## config.mk

```make
export PLATFORM = sky130hd
export DESIGN_NAME = uart_frame_decoder
export DESIGN_NICKNAME = d
export VERILOG_FILES = /design/src/rtl/uart_frame_pkg.sv /design/src/rtl/byte_timeout_timer.sv /design/src/rtl/uart_frame_decoder.sv
export SDC_FILE = /design/constraint.sdc
export NUM_CORES = 1
export LEC_CHECK = 0
export CORE_MARGIN = 2
export CORE_UTILIZATION = 55
export CTS_CLUSTER_SIZE = 30
export DETAILED_ROUTE_END_ITERATION = 7
export GPL_TIMING_DRIVEN = 0
export PLACE_DENSITY_LB_ADDON = 0.08
export SLEW_MARGIN = 40
export SYNTH_ARGS = -nofsm -noshare
export SYNTH_HDL_FRONTEND = slang
export SYNTH_HIERARCHICAL = 1
export SYNTH_SLANG_ARGS = --single-unit
```

## constraint.sdc

```tcl
create_clock -name clock -period 3.1 [get_ports clock]
set_clock_uncertainty 0.2 [all_clocks]
set_input_delay 0.62 -clock clock [delete_from_list [all_inputs] [get_ports clock]]
set_output_delay 0.62 -clock clock [all_outputs]
set_load 0.1 [all_outputs]
```

## src/rtl/uart_frame_pkg.sv

```systemverilog
`default_nettype none
// ============================================================================
//  Module  : uart_frame_pkg
//  Purpose : Shared definitions for the UART frame decoder: decoder state
//            encoding, error code values and the default start-of-frame byte.
//  Ports   : none (package)
//  Rev     : 1.0  initial release
// ============================================================================
package uart_frame_pkg;

  typedef enum logic [2:0] {
    IDLE    = 3'd0,
    TYPE    = 3'd1,
    LEN     = 3'd2,
    PAYLOAD = 3'd3,
    CHECK   = 3'd4
  } state_t;

  localparam logic [1:0] ERR_OVERRUN = 2'd0;
  localparam logic [1:0] ERR_LEN     = 2'd1;
  localparam logic [1:0] ERR_CHK     = 2'd2;
  localparam logic [1:0] ERR_TIMEOUT = 2'd3;

  localparam logic [7:0] DEFAULT_HEADER = 8'hA5;

endpackage
`default_nettype wire

```

## src/rtl/byte_timeout_timer.sv

```systemverilog
`default_nettype none
// ============================================================================
//  Module  : byte_timeout_timer
//  Purpose : Counts idle cycles between byte strobes and flags expiry once
//            TIMEOUT_CYCLES-1 idle cycles have elapsed. Held at zero while
//            disabled.
//  Ports   : clock  - system clock
//            reset  - asynchronous active-low reset
//            clear  - restart the count (a byte arrived)
//            enable - count while high, hold at zero while low
//            expire - high while the count sits at its terminal value
//  Rev     : 1.0  initial release
// ============================================================================
module byte_timeout_timer #(
  parameter int TIMEOUT_CYCLES = 200000   // must be >= 2
) (
  input  logic clock,
  input  logic reset,
  input  logic clear,
  input  logic enable,
  output logic expire
);

  localparam int CNT_W = $clog2(TIMEOUT_CYCLES);
  localparam logic [CNT_W-1:0] LAST = CNT_W'(TIMEOUT_CYCLES - 1);

  logic [CNT_W-1:0] count;

  always_ff @(posedge clock or negedge reset) begin
    if (!reset) begin
      count <= '0;
    end else if (!enable || clear) begin
      count <= '0;
    end else if (count != LAST) begin
      // Saturate: the owner is expected to leave the enabled state on expiry.
      count <= count + 1'b1;
    end
  end

  assign expire = enable && (count == LAST);

endmodule
`default_nettype wire

```

## src/rtl/uart_frame_decoder.sv

```systemverilog
`default_nettype none
// ============================================================================
//  Module  : uart_frame_decoder
//  Purpose : Assembles the UART receiver byte stream into framed packets
//            (HEADER, TYPE, LEN, payload, XOR checksum), validates length,
//            checksum and inter-byte timing, and presents good frames on a
//            valid/ready output register. Errors are reported on a one-cycle
//            strobe.
//  Ports   : clock, reset(active-low async)
//            rx_valid/rx_data          - byte strobe from the UART receiver
//            frame_valid/frame_ready   - output handshake
//            frame_type/len/payload    - held frame contents
//            err_valid/err_code        - one-cycle error report
//            busy                      - decoder is inside a frame
//  Rev     : 1.0  initial release
// ============================================================================
module uart_frame_decoder
  import uart_frame_pkg::*;
#(
  parameter int         MAX_PAYLOAD    = 8,        // 1..15
  parameter int         TIMEOUT_CYCLES = 200000,
  parameter logic [7:0] HEADER         = DEFAULT_HEADER
) (
  input  logic                     clock,
  input  logic                     reset,
  input  logic                     rx_valid,
  input  logic [7:0]               rx_data,
  output logic                     frame_valid,
  input  logic                     frame_ready,
  output logic [7:0]               frame_type,
  output logic [3:0]               frame_len,
  output logic [8*MAX_PAYLOAD-1:0] frame_payload,
  output logic                     err_valid,
  output logic [1:0]               err_code,
  output logic                     busy
);

  localparam logic [7:0] MAX_LEN_B = 8'(MAX_PAYLOAD);

  state_t                   state;
  logic [7:0]               typ;
  logic [3:0]               len;
  logic [3:0]               idx;
  logic [7:0]               chk;
  logic [8*MAX_PAYLOAD-1:0] pbuf;
  logic                     expire;

  assign busy = (state != IDLE);

  byte_timeout_timer #(
    .TIMEOUT_CYCLES (TIMEOUT_CYCLES)
  ) u_timer (
    .clock  (clock),
    .reset  (reset),
    .clear  (rx_valid),
    .enable (busy),
    .expire (expire)
  );

  always_ff @(posedge clock or negedge reset) begin
    if (!reset) begin
      state         <= IDLE;
      typ           <= '0;
      len           <= '0;
      idx           <= '0;
      chk           <= '0;
      pbuf          <= '0;
      frame_valid   <= 1'b0;
      frame_type    <= '0;
      frame_len     <= '0;
      frame_payload <= '0;
      err_valid     <= 1'b0;
      err_code      <= '0;
    end else begin
      err_valid <= 1'b0;
      if (frame_valid && frame_ready) begin
        frame_valid <= 1'b0;   // a load below in the same cycle overrides this
      end

      case (state)
        IDLE: begin
          if (rx_valid && rx_data == HEADER) begin
            // Clearing the buffer up front keeps unused payload bytes zero.
            pbuf  <= '0;
            chk   <= '0;
            state <= TYPE;
          end
        end

        TYPE: begin
          if (rx_valid) begin
            typ   <= rx_data;
            chk   <= rx_data;
            state <= LEN;
          end else if (expire) begin
            err_valid <= 1'b1;
            err_code  <= ERR_TIMEOUT;
            state     <= IDLE;
          end
        end

        LEN: begin
          if (rx_valid) begin
            chk <= chk ^ rx_data;
            if (rx_data > MAX_LEN_B) begin
              err_valid <= 1'b1;
              err_code  <= ERR_LEN;
              state     <= IDLE;
            end else begin
              len   <= rx_data[3:0];
              idx   <= '0;
              state <= (rx_data == 8'd0) ? CHECK : PAYLOAD;
            end
          end else if (expire) begin
            err_valid <= 1'b1;
            err_code  <= ERR_TIMEOUT;
            state     <= IDLE;
          end
        end

        PAYLOAD: begin
          if (rx_valid) begin
            for (int i = 0; i < MAX_PAYLOAD; i++) begin
              if (idx == 4'(i)) pbuf[8*i +: 8] <= rx_data;
            end
            chk <= chk ^ rx_data;
            idx <= idx + 4'd1;
            if (idx + 4'd1 == len) state <= CHECK;
          end else if (expire) begin
            err_valid <= 1'b1;
            err_code  <= ERR_TIMEOUT;
            state     <= IDLE;
          end
        end

        CHECK: begin
          if (rx_valid) begin
            if (rx_data != chk) begin
              err_valid <= 1'b1;
              err_code  <= ERR_CHK;
            end else if (!frame_valid || frame_ready) begin
              frame_valid   <= 1'b1;
              frame_type    <= typ;
              frame_len     <= len;
              frame_payload <= pbuf;
            end else begin
              // Held frame not yet consumed: the new frame is lost.
              err_valid <= 1'b1;
              err_code  <= ERR_OVERRUN;
            end
            state <= IDLE;
          end else if (expire) begin
            err_valid <= 1'b1;
            err_code  <= ERR_TIMEOUT;
            state     <= IDLE;
          end
        end

        default: state <= IDLE;
      endcase
    end
  end

endmodule
`default_nettype wire

```

# Yosys cells after proc, flatten, opt, wreduce, memory -nomap -nowiden
# Index checks and enable logic that the tools add are counted.
# W data, S select, Z words.
# word_totals
elab_cells	145
regBits	189
input_bits	12
out_inout_bits	81
# classes
order_cmp	1
mux	52
n_bitwise	3
n_addsub	2
eq_ne	34
reduce_logical	33
# ops
cell	n
$mux W64	2
$pmux W64 S2	1
$mux W8	11
$reduce_and A4 Y1	12
$mux W18	2
$ne A2 B2 Y1 const B	14
$mux W3	9
$pmux W8 S3	1
$add A18 B1 Y18 const B	1
$eq A18 B18 Y1 const B	1
$ne A18 B18 Y1 const B	1
$eq A4 B3 Y1 const B	4
$pmux W3 S5	1
$mux W2	7
$mux W1	12
$mux W4	3
$reduce_bool A3 Y1	3
$eq A4 B2 Y1 const B	2
$eq A8 B8 Y1 const B	1
$gt A8 B4 Y1 const B	1
$logic_not A8 Y1	1
$ne A8 B8 Y1	1
$pmux W4 S2	1
$xor A8 B8 Y8	1
other kinds (21)	32

# Depth between registers and ports, before layout
# Gate-level depths: netlist of run 1.
# logic_depth
ltp_word	6
depth_mapped	8
depth_no_buf	8

# By module
# Netlist of run 1, hierarchy kept.
# modules_own_cells
module	instances	seq_area_each_um2	cells_per_inst	area_each_um2
uart_frame_decoder	1	4279.1	556	7149.4
byte_timeout_timer	1	450.4	99	975.9

# Worst setup path after synthesis of run 1
# No wires, ideal clock.
# synth_path
kind	input port to flip-flop
startpoint	input rx_data[5]
endpoint	register len[0]
path_buffers	3
setup_ns	0.125
required_time_ns	2.775
arrival_ns	2.327
cell_stages	6
path_slack_ns	0.448
path_cell_list	buf_2 > or4_1 > buf_2 > or4_4 > buf_6 > mux2_4
# synth_via
elab_chain_len	3
# synth_rtl
item	line_no	text
start, declared	uart_frame_decoder.sv:27	input logic [7:0] rx_data,
$gt A8 B4 Y1	uart_frame_decoder.sv:105	if (rx_data > MAX_LEN_B) begin
$not A1 Y1 (no source line)	n/a	
$reduce_and A3 Y1 (no source line)	n/a	
end signal, assigned	uart_frame_decoder.sv:110	len <= rx_data[3:0];
end, declared	uart_frame_decoder.sv:42	logic [3:0] len;
# Every way passes these cells.
# A chain may end at the register's enable or synchronous reset.

# Worst setup path in the final report of run 1
# layout_path
startpoint	input rx_data[0]
endpoint	register pbuf[13]
# layout_via
elab_chain_len	4
# layout_rtl
item	line_no	text
$eq A8 B8 Y1	uart_frame_decoder.sv:82	if (rx_valid && rx_data == HEADER) begin
$logic_and A1 B1 Y1	uart_frame_decoder.sv:82	
$ne A2 B2 Y1 (no source line)	n/a	
$reduce_and A4 Y1 (no source line)	n/a	
end signal, assigned by index	uart_frame_decoder.sv:124	if (idx == 4'(i)) pbuf[8*i +: 8] <= rx_data;
end, declared	uart_frame_decoder.sv:45	logic [8*MAX_PAYLOAD-1:0] pbuf;
# Every way passes these cells.

==> flow_summary.toml, run 1 <==
[placed_design]
io_buffers = 88
place_area_um2 = 8891
dp_hpwl_um = 12370
gp_congestion = 0.8316

[setup_path]
worstRegToRegCells = 8
r2r_start = "state[0]$_DFFE_PN0P_"
critPathBufInv = 2
cp_num_cells = 7
path_delay_family = "simple AND/OR/NAND/NOR gates"
critical_path.cell_chain = "clkdlybuf4s50_1 > clkbuf_1 > and4b_1 > a31oi_1 > nor2_1 > nand2_1 > a22o_1"
cp_max_fo = 10
cp.arrival_ns = 3.05
reg2reg_slack_ns = 0.50
max_stage_delay_ns = 0.53
worstPathRequired_ns = 3.21
critPathLaunchType = "primary input"
crit_start = "rx_data[0]"
end_kind = "register"
rr_endpoint = "frame_payload[60]$_DFFE_PN0N_"
critPathSlowestCell = "clkdlybuf4s50_1"
cp-endpoint = "pbuf[13]$_DFFE_PN0P_"
critPathKind = "in2reg"

[clocking]
path_clk_slew_ns = 0.07
htreeDepth = 4
root_buffer = "clkbuf_16"
clock_latency_ns = 0.42
cts_sinks = 189
clockBufferDepth = 2
post_cts_buffers = 0
cts_made_buffers = 17
cts_tree = "done"

[sta]
fin_crit_sh_pct = 94.94
setup_viol = 0
worstMarginPinSlew_ns = 0.7656
hold_violations = 0
slew_headroom_pct = 48.62
maxSlewViolCount = 0
rsz0062_at_grt = "false"
fmax_ghz = 0.3398
finalHoldWorstSlack_ns = 0.2840
final.min_clock_period_ns = 2.943

[die]
initial_core_util_pct = 56.12
pin_count = 93
die_height_um = 125.5
row_count = 44
die-area_um2 = 15760
core_um2 = 14480
die_width_um = 125.5

[logic_synthesis]
syn_nets = 672
ys_ff_latch = 189
synthArstFlopShare_pct = 100.0
ys_seq_area_share_pct = 58.21
synth_commonest_cells = "189 x dfrtp_1, 92 x mux2_2, 65 x nand2_1, 27 x nor2_1, 25 x o21ai_0"
syn_inst = 655
synth_area_leaders = "dfrtp_1 58%, mux2_2 13%, nand2_1 3.0%, a22o_1 2.6%, o2bb2ai_1 2.6%"
synth_cell_types = 67
synth-main-ff-cell = "dfrtp_1"
synth_area_um2 = 8125
avgSynthCellArea_um2 = 12.41
yosys_warnings = 6
synth_top_area_cell = "dfrtp_1"
netlist.area_leader.share_pct = 58.21
synth_edf_count = 0
synth.most_common_cell = "dfrtp_1"

[global_routing]
grt_max_degree = 81
grt_first_pass_wirelength_um = 29500
grt_pass1_vias = 5643
grt_usage_pct = 23.42
grt_antenna_before_repair = 0
grt_overflow_total = 0

[detailed_routing]
routed_wl_um = 17690
drcViolationCount = 0
dr.pass1.iters = 5
dr.first_iter.drc_count = 430
wl_per_cell_um = 18.45
via_per_inst = 5.812
num_vias = 5574
ant_nets = 0

[run_status]
run_status = "complete, no violations"

[cells_and_area]
fin_util_pct = 65.36
nets = 782
finalInstanceArea_um2 = 9463
final_layout_size_suffix_gt1_share_pct = 31.74
n_antenna_cell = 0
syn2layout_area_growth_pct = 16.46

[power_and_ir_drop]
vdd_drop_max_mv = 0.4786
power.leakage_nw = 4.740
power_mw = 7.815
pwr_density_cell_nw_per_um2 = 825.9

[flow_run]
max-cap-violations = 0

[min_path]
hp-class = "reg2reg"
==> layout by cell type, fill, tap and decap left out, types with 5 or more instances in the layout <==
cell and count:
and2_1 12, mux2_2 92, mux2i_1 5, xnor2_1 8, nand4_1 5, clkdlybuf4s50_1 6, nor3_1 11, buf_2 94
dfrtp_1 189, a31oi_1 6, o21ai_0 25, o2bb2ai_1 24, clkbuf_1 13, nand3_1 11, inv_1 9, ha_1 5
a22oi_1 6, nor2_1 26, clkbuf_16 17, nand2b_1 7, a21oi_1 10, a22o_1 24, xor2_1 13, nand2_1 65
==> cell type report <==
class	count	area (um^2)
plain buffers	33	163.9
clock buffers	20	456.7
clock inverters	9	91.34
fillers	1113	5016
inverters	10	38.79
multi-input cells	423	3207
flip-flops and latches	189	4730
well taps	184	230.2
repair buffers	91	545.5
==> logic make-up (layout without fill, tap and decap cells) <==
group	Yosys count	count (layout)	share of synthesized area (%)
simple gates	175	175	11.21
xor+xnor	21	21	2.264
flops	189	189	58.21
mux	101	101	14.11
fa+ha+maj	5	5	0.7699
compound gates	121	121	11.00
buf+inv	43	163	2.448
==> timing repair <==
| action | 4_1_cts | 5_1_grt |
|---|---|---|
| cloned | 0 | 0 |
| hold endpoints to repair | 36 | 0 |
| gates resized for setup | 1 | 5 |
| endpoints found under the setup margin | 40 | 40 |
| hold buffers | 1 | 0 |
==> state kept, by name, indices dropped and copies added (netlist names) <==
| name | flops |
|---|---|
| frame_valid | 1 |
| state | 3 |
| frame_payload | 64 |
| pbuf | 64 |
| frame_len | 4 |
| u_timer/count | 18 |
| err_valid | 1 |
| len | 4 |
| chk | 8 |
| err_code | 2 |
| idx | 4 |
| frame_type | 8 |
| typ | 8 |
==> per-layer routing <==
metal | GRT usage, % | part of all wire [%] | vias to the layer above
li1 | - | - | 2576
met1 | 32.87 | 46 | 2826
met2 | 37.07 | 48 | 157
met3 | 5.648 | 4.5 | 15
met4 | 6.078 | 1.2 | 0
met5 | 0 | 0 | -
==> worst register-to-register path: cells and delay by family (launching register included) <==
family	cells	cell delay, ns
and+or+nand+nor	4	0.92
muxes	1	0.30
buffers and inverters	3	0.70
DFF	1	0.36
==> how the worst min path moves through the flow <==
stage | from | endpoint | slack (ns) | depth (start not counted)
2_1_floorplan | reset | chk[0]$_DFFE_PN0P_ | 0.12 | 0
3_3_place_gp | pbuf[43]$_DFFE_PN0P_ | pbuf[43]$_DFFE_PN0P_ | 0.26 | 2
3_5_place_dp | pbuf[58]$_DFFE_PN0P_ | pbuf[58]$_DFFE_PN0P_ | 0.27 | 1
4_1_cts | rx_data[4] | typ[4]$_DFFE_PN0P_ | 0.28 | 2
5_1_grt | rx_data[4] | typ[4]$_DFFE_PN0P_ | 0.29 | 2
6_report | pbuf[46]$_DFFE_PN0P_ | pbuf[46]$_DFFE_PN0P_ | 0.28 | 2
==> metrics by stage <==
| step | cells | setup TNS (ns) | worst slack [ns] |
|---|---|---|---|
| 2_1_floorplan | 655 | 0 | 0.4475 |
| 3_3_place_gp | 927 | -1217.11 | -6.258 |
| 3_5_place_dp | 929 | -40.96 | -0.5023 |
| 4_1_cts | 959 | 0 | 0.05947 |
| 5_1_grt | 959 | 0 | 0.05912 |
| 6_report | 959 | 0 | 0.1567 |
==> power breakdown <==
group	internal (mW)	leakage [nW]	switching (mW)
clock network	1.14	0.268	0.898
logic	0.864	1.98	1.41
registers	3.09	2.49	0.420
total	5.09	4.74	2.72
No activity file was read; power rests on OpenSTA's default activity.
==> inputs of run 2 (changes only) <==
--- a/config.mk
+++ b/config.mk
@@ -8,3 +8,3 @@
 export CORE_MARGIN = 2
-export CORE_UTILIZATION = 55
+export CORE_UTILIZATION = 35
 export CTS_CLUSTER_SIZE = 30
--- a/constraint.sdc
+++ b/constraint.sdc
@@ -4,2 +4,2 @@
 set_output_delay 0.62 -clock clock [all_outputs]
-set_load 0.1 [all_outputs]
+set_load 0.05 [all_outputs]
==> run 2 against run 1 <==
Net effect:
- global-route usage is 6.9 points lower
- flip-flop and latch count stayed put
- critical path type unchanged
- sequential share of layout area is 3.1 points lower
- worst hold slack worse by 0.0086 ns
- clock power is 14% higher
- register-to-register slack hardly changed
- critical path depth is 1 higher
- fmax is 0.49% lower
==> flow_summary.toml, run 2 (synthesized netlist as in run 1, its figures left out) <==
[detailed_routing]
wl_per_cell_um = 18.32
ant_nets = 0
dr.first_iter.drc_count = 326
num_vias = 5547
dr.pass1.iters = 5
via_per_inst = 5.218
drcViolationCount = 0
routed_wl_um = 19470

[global_routing]
grt_overflow_total = 0
grt_first_pass_wirelength_um = 31110
grt_pass1_vias = 5624
grt_antenna_before_repair = 0
grt_usage_pct = 16.57
grt_max_degree = 77

[cells_and_area]
finalInstanceArea_um2 = 10090
final_layout_size_suffix_gt1_share_pct = 21.85
final_cell_mix = "189 x dfrtp_1, 92 x mux2_2, 86 x clkdlybuf4s50_1"
reg_top3 = "frame_payload (64), pbuf (64), u_timer/count (18)"
final_common_cell = "dfrtp_1"
n_fill_cell = 2090
n_antenna_cell = 0
ff_latch_area_um2 = 4730
syn2layout_area_growth_pct = 24.24
nets = 782
multi_input_area_um2 = 3207

[sta]
rsz0062_at_grt = "false"
worstMarginPinSlew_ns = 0.7788
fin_crit_sh_pct = 95.41
hold_violations = 0
finalHoldWorstSlack_ns = 0.2753
final.min_clock_period_ns = 2.958
fmax_ghz = 0.3381
maxSlewViolCount = 0
setup_viol = 0
tns_ns = 0
slew_headroom_pct = 47.73

[setup_path]
critPathMostFrequentCell = "buf_2"
critical_path.cell_chain = "clkdlybuf4s50_1 > clkbuf_1 > xor2_1 > nor2_1 > nand3_1 > buf_2 > buf_2 > mux2_2"
end_kind = "register"
cp.arrival_ns = 3.09
max_stage_delay_ns = 0.51
critPathSlowestCell = "clkdlybuf4s50_1"
worstPathRequired_ns = 3.23
critPathKind = "in2reg"
cp_max_fo = 10
critPathLaunchType = "primary input"
reg2reg_slack_ns = 0.49

[power_and_ir_drop]
power.leakage_nw = 4.611
power_mw = 7.999
vdd_drop_max_mv = 0.4580
pwr_density_cell_nw_per_um2 = 792.4

[placed_design]
io_buffers = 88
gp_congestion = 0.8156
dp_hpwl_um = 13610
place_area_um2 = 9425

[clocking]
root_buffer = "clkbuf_16"
cts_tree = "done"
path_clk_slew_ns = 0.07
htreeDepth = 4
clock_latency_ns = 0.45
cts_sinks = 189
clockBufferDepth = 2
cts_made_buffers = 17

[run_status]
run_status = "complete, no violations"

[die]
die_width_um = 156.4
core_um2 = 22710
die-area_um2 = 24450
row_count = 55
initial_core_util_pct = 35.78
pin_count = 93
die_height_um = 156.4

[min_path]
hp-class = "reg2reg"

[flow_run]
max-cap-violations = 0
run 2: cell count changes in the layout (fill, tap and decap cells not counted), sizes merged:
cell and delta:
buf -81, bufinv +1, dlygate4sd2 +1, clkdlybuf4s50 +80, clkbuf -3, clkinv +1, inv +4
run 2: final cells by class:
type / instances / area share (%)
timing repair buffer: 91 / 9.408
tap: 285 / 3.532
buffer: 33 / 1.636
clock inverter: 15 / 2.206
sequential: 189 / 46.85
inverter: 10 / 0.3842
clock buffer: 17 / 4.214
multi-input combinational: 423 / 31.77
run 2: final timing paths:
check,from,end,depth (start not counted)
max,rx_data[1],frame_type[3]$_DFFE_PN0N_,8
min,pbuf[45]$_DFFE_PN0P_,pbuf[45]$_DFFE_PN0P_,2
max reg2reg,state[0]$_DFFE_PN0P_,frame_type[3]$_DFFE_PN0N_,8
min reg2reg,pbuf[45]$_DFFE_PN0P_,pbuf[45]$_DFFE_PN0P_,2
max in group asynchronous,reset,idx[0]$_DFFE_PN0P_,3
min in group asynchronous,reset,frame_payload[10]$_DFFE_PN0N_,2
run 2: stage by stage:
step	util [%]	std cells	setup WS (ns)
finish	44.45	1063	0.1423
global route	44.45	1063	0.0008540
CTS	44.40	1063	0.005320
detailed placement	41.50	1030	-0.5843
global placement	41.23	1028	-6.496
floorplan	-	655	0.4475
run 2: power by group:
group | internal (mW) | total [mW] | switching [mW]
registers | 3.08 | 3.51 | 0.429
clock network | 1.25 | 2.33 | 1.08
logic | 0.891 | 2.16 | 1.27
run 2: layer usage:
layer / global-route usage, % / wire (um)
met2: 25.76 / 9012
met4: 5.898 / 319
met1: 22.67 / 9364
met3: 3.960 / 773
met5: 0 / 0
run 2: critical path: cells and delay by family:
kind | cells | cell delay [ns]
buf+inv | 4 | 1.62
mux | 1 | 0.37
simple gates | 2 | 0.28
xor+xnor | 1 | 0.18
run 2: what timing repair did:
action                                  in CTS  in global routing
setup buffers                                0                  0
hold buffers                                 1                  0
hold endpoints to repair                    50                  0
resized for setup                            2                  6
endpoints found under the setup margin      41                 96
==> inputs of run 3 (changes only) <==
Settings changed: SYNTH_HIERARCHICAL 1 to not set.
==> run 3 against run 2 <==
Net effect:
- non-clock buffer count increased by 7
- first-iteration DRC count decreased by 5.8%
- final area decreased by 0.67%
- critical path type is now reg2out
- synthesized area decreased by 0.28%
- largest cell class unchanged
- via count decreased by 3.7%
==> flow_summary.toml, run 3 <==
[run_status]
run_status = "complete, no violations"

[detailed_routing]
via_per_inst = 5.160
dr.first_iter.drc_count = 307
routed_wl_um = 18930
ant_nets = 0
drcViolationCount = 0
wl_per_cell_um = 18.29
num_vias = 5341
dr.pass1.iters = 5

[setup_path]
end_kind = "output pin"
rr_endpoint = "err_code[1]$_DFFE_PN0P_"
worstRegToRegCells = 5
cp_max_fo = 10
critPathLaunchType = "register"
reg2reg_slack_ns = 0.59
cp.arrival_ns = 2.03
r2r_start = "u_timer.count[7]$_DFFE_PN0P_"
critPathKind = "reg2out"
worstPathRequired_ns = 2.28

[clocking]
htreeDepth = 4
root_buffer = "clkbuf_16"
clockBufferDepth = 2
cts_tree = "done"
cts_sinks = 189
post_cts_buffers = 0
path_clk_slew_ns = 0.07
cts_made_buffers = 17
clock_latency_ns = 0.43

[cells_and_area]
finalNonFillerCells = 1035
ff_latch_area_um2 = 4730
syn2layout_area_growth_pct = 23.75
n_antenna_cell = 0
reg_top3 = "frame_payload (64), pbuf (64), u_timer.count (18)"
n_fill_cell = 2108
final_common_cell = "dfrtp_1"
final_cell_mix = "189 x dfrtp_1, 86 x clkdlybuf4s50_1, 64 x a22o_1"
finalInstanceArea_um2 = 10030
multi_input_area_um2 = 3120
nets = 754
final_layout_size_suffix_gt1_share_pct = 18.93

[sta]
slew_headroom_pct = 42.81
hold_violations = 0
fmax_ghz = 0.3513
maxSlewViolCount = 0
layout_setup_ws_ns = 0.2538
final.min_clock_period_ns = 2.846
rsz0062_at_grt = "false"
worstMarginPinSlew_ns = 0.8579
fin_crit_sh_pct = 91.81
tns_ns = 0
setup_viol = 0

[die]
pin_count = 93
initial_core_util_pct = 35.68
core_um2 = 22710
die-area_um2 = 24380
die_width_um = 156.2
die_height_um = 156.2
row_count = 55

[logic_synthesis]
syn_nets = 644
ys_ff_latch = 189
netlist.area_leader.share_pct = 58.37
synth_edf_count = 0
yosys_warnings = 0
synthArstFlopShare_pct = 100.0
ys_seq_area_share_pct = 58.37
synth_commonest_cells = "189 x dfrtp_1, 64 x a22o_1, 47 x mux2_2, 40 x mux2_4, 36 x nand2_1"
synth_area_um2 = 8103
syn_inst = 627
synth_cell_types = 50
synth_area_leaders = "dfrtp_1 58%, mux2_4 7.4%, a22o_1 6.9%, mux2_2 6.5%, nand2_1 1.7%"
synth.most_common_cell = "dfrtp_1"
synth-main-ff-cell = "dfrtp_1"
avgSynthCellArea_um2 = 12.92
synth_top_area_cell = "dfrtp_1"

[power_and_ir_drop]
power.leakage_nw = 4.688
switching_share_pct = 31.72
power_frac_comb_pct = 21.3
vdd_drop_max_mv = 0.3810
switching_power_mw = 2.096
power_frac_clock_pct = 34.3
pwr_density_cell_nw_per_um2 = 659.0
p_seq_share_pct = 44.4
p_int_mw = 4.512

[min_path]
whs_path_depth = 1
min-delay-start = "pbuf[17]$_DFFE_PN0P_"
hold_path_end = "pbuf[17]$_DFFE_PN0P_"
hp-class = "reg2reg"

[placed_design]
gp_congestion = 0.8279
place_area_um2 = 9402
dp_hpwl_um = 12970
dp.cells = 1002
io_buffers = 88
dp_slack_ns = -0.1093

[global_routing]
grt_max_degree = 75
grt_first_pass_wirelength_um = 31180
grt_pass1_vias = 5546
grt_usage_pct = 16.50
grt_antenna_before_repair = 0
grt_overflow_total = 0

[flow_run]
max-cap-violations = 0
## run 3: layout make-up
cell class                 instances  area share (%)
tap                              285           3.556
sequential                       189           47.17
timing repair buffer              91           9.471
inverter                          13          0.4866
clock buffer                      18           4.280
buffer                            40           2.071
clock inverter                    14           1.847
multi-input combinational        385           31.12
## run 3: critical path: stages (launching register included)
cell and delay [ns]:
dfrtp_1 0.39, clkbuf_1 0.25, or3_1 0.50, dlygate4sd2_1 0.46
## run 3: kinds of logic (layout without fill, tap and decap cells)
logic type / count (synthesis) / count (layout) / synth area share [%]
DFF: 189 / 189 / 58.37
AOI/OAI and AO/OA: 138 / 138 / 13.05
and+or+nand+nor: 131 / 131 / 8.153
muxes: 87 / 87 / 13.94
buffers and inverters: 53 / 176 / 3.119
xor gates and xnor gates: 24 / 24 / 2.594
adders and majority gates: 5 / 5 / 0.7721
## run 3: power groups by stage
stage	combinational [mW]	clock (mW)	sequential, mW
2_1_floorplan	0.962	0	2.95
3_3_place_gp	1.37	0	2.98
3_5_place_dp	1.41	0	2.98
4_1_cts	1.41	2.33	2.94
5_1_grt	1.57	2.44	2.97
6_report	1.41	2.27	2.94
## run 3: what timing repair did
item                                   CTS  global route
resized for setup                        1             0
setup endpoints to repair                1             0
hold buffers                             1             0
endpoints found under the hold margin   50             0
## run 3: worst max path at each step
stage	slack, ns	start	endpoint	depth (start not counted)
6_report	0.25	state[2]$_DFFE_PN0P_	busy	3
5_1_grt	0.15	state[2]$_DFFE_PN0P_	busy	3
4_1_cts	0.24	state[2]$_DFFE_PN0P_	busy	3
3_5_place_dp	-0.11	rx_data[7]	pbuf[51]$_DFFE_PN0P_	6
3_3_place_gp	-6.52	reset	frame_payload[21]$_DFFE_PN0P_	1
2_1_floorplan	0.65	rx_data[1]	frame_len[0]$_DFFE_PN0P_	8
## run 3: per-stage QoR
stage / utilization, % / power, mW / hold WS (ns)
after CTS: 44.14 / 6.681 / 0.3057
after global placement: 41.13 / 4.351 / 0.2744
after floorplan: - / 3.913 / 0.1244
after detailed placement: 41.40 / 4.397 / 0.2781
final: 44.15 / 6.608 / 0.3012
after global routing: 44.15 / 6.991 / 0.3187
## run 3: per-layer routing
metal / up-vias / share of wire, % / track usage (%)
li1: 2486 / - / -
met1: 2716 / 47 / 23.62
met3: 20 / 3.8 / 2.917
met4: 0 / 1.3 / 4.369
met5: - / 0 / 0
met2: 119 / 47 / 25.98
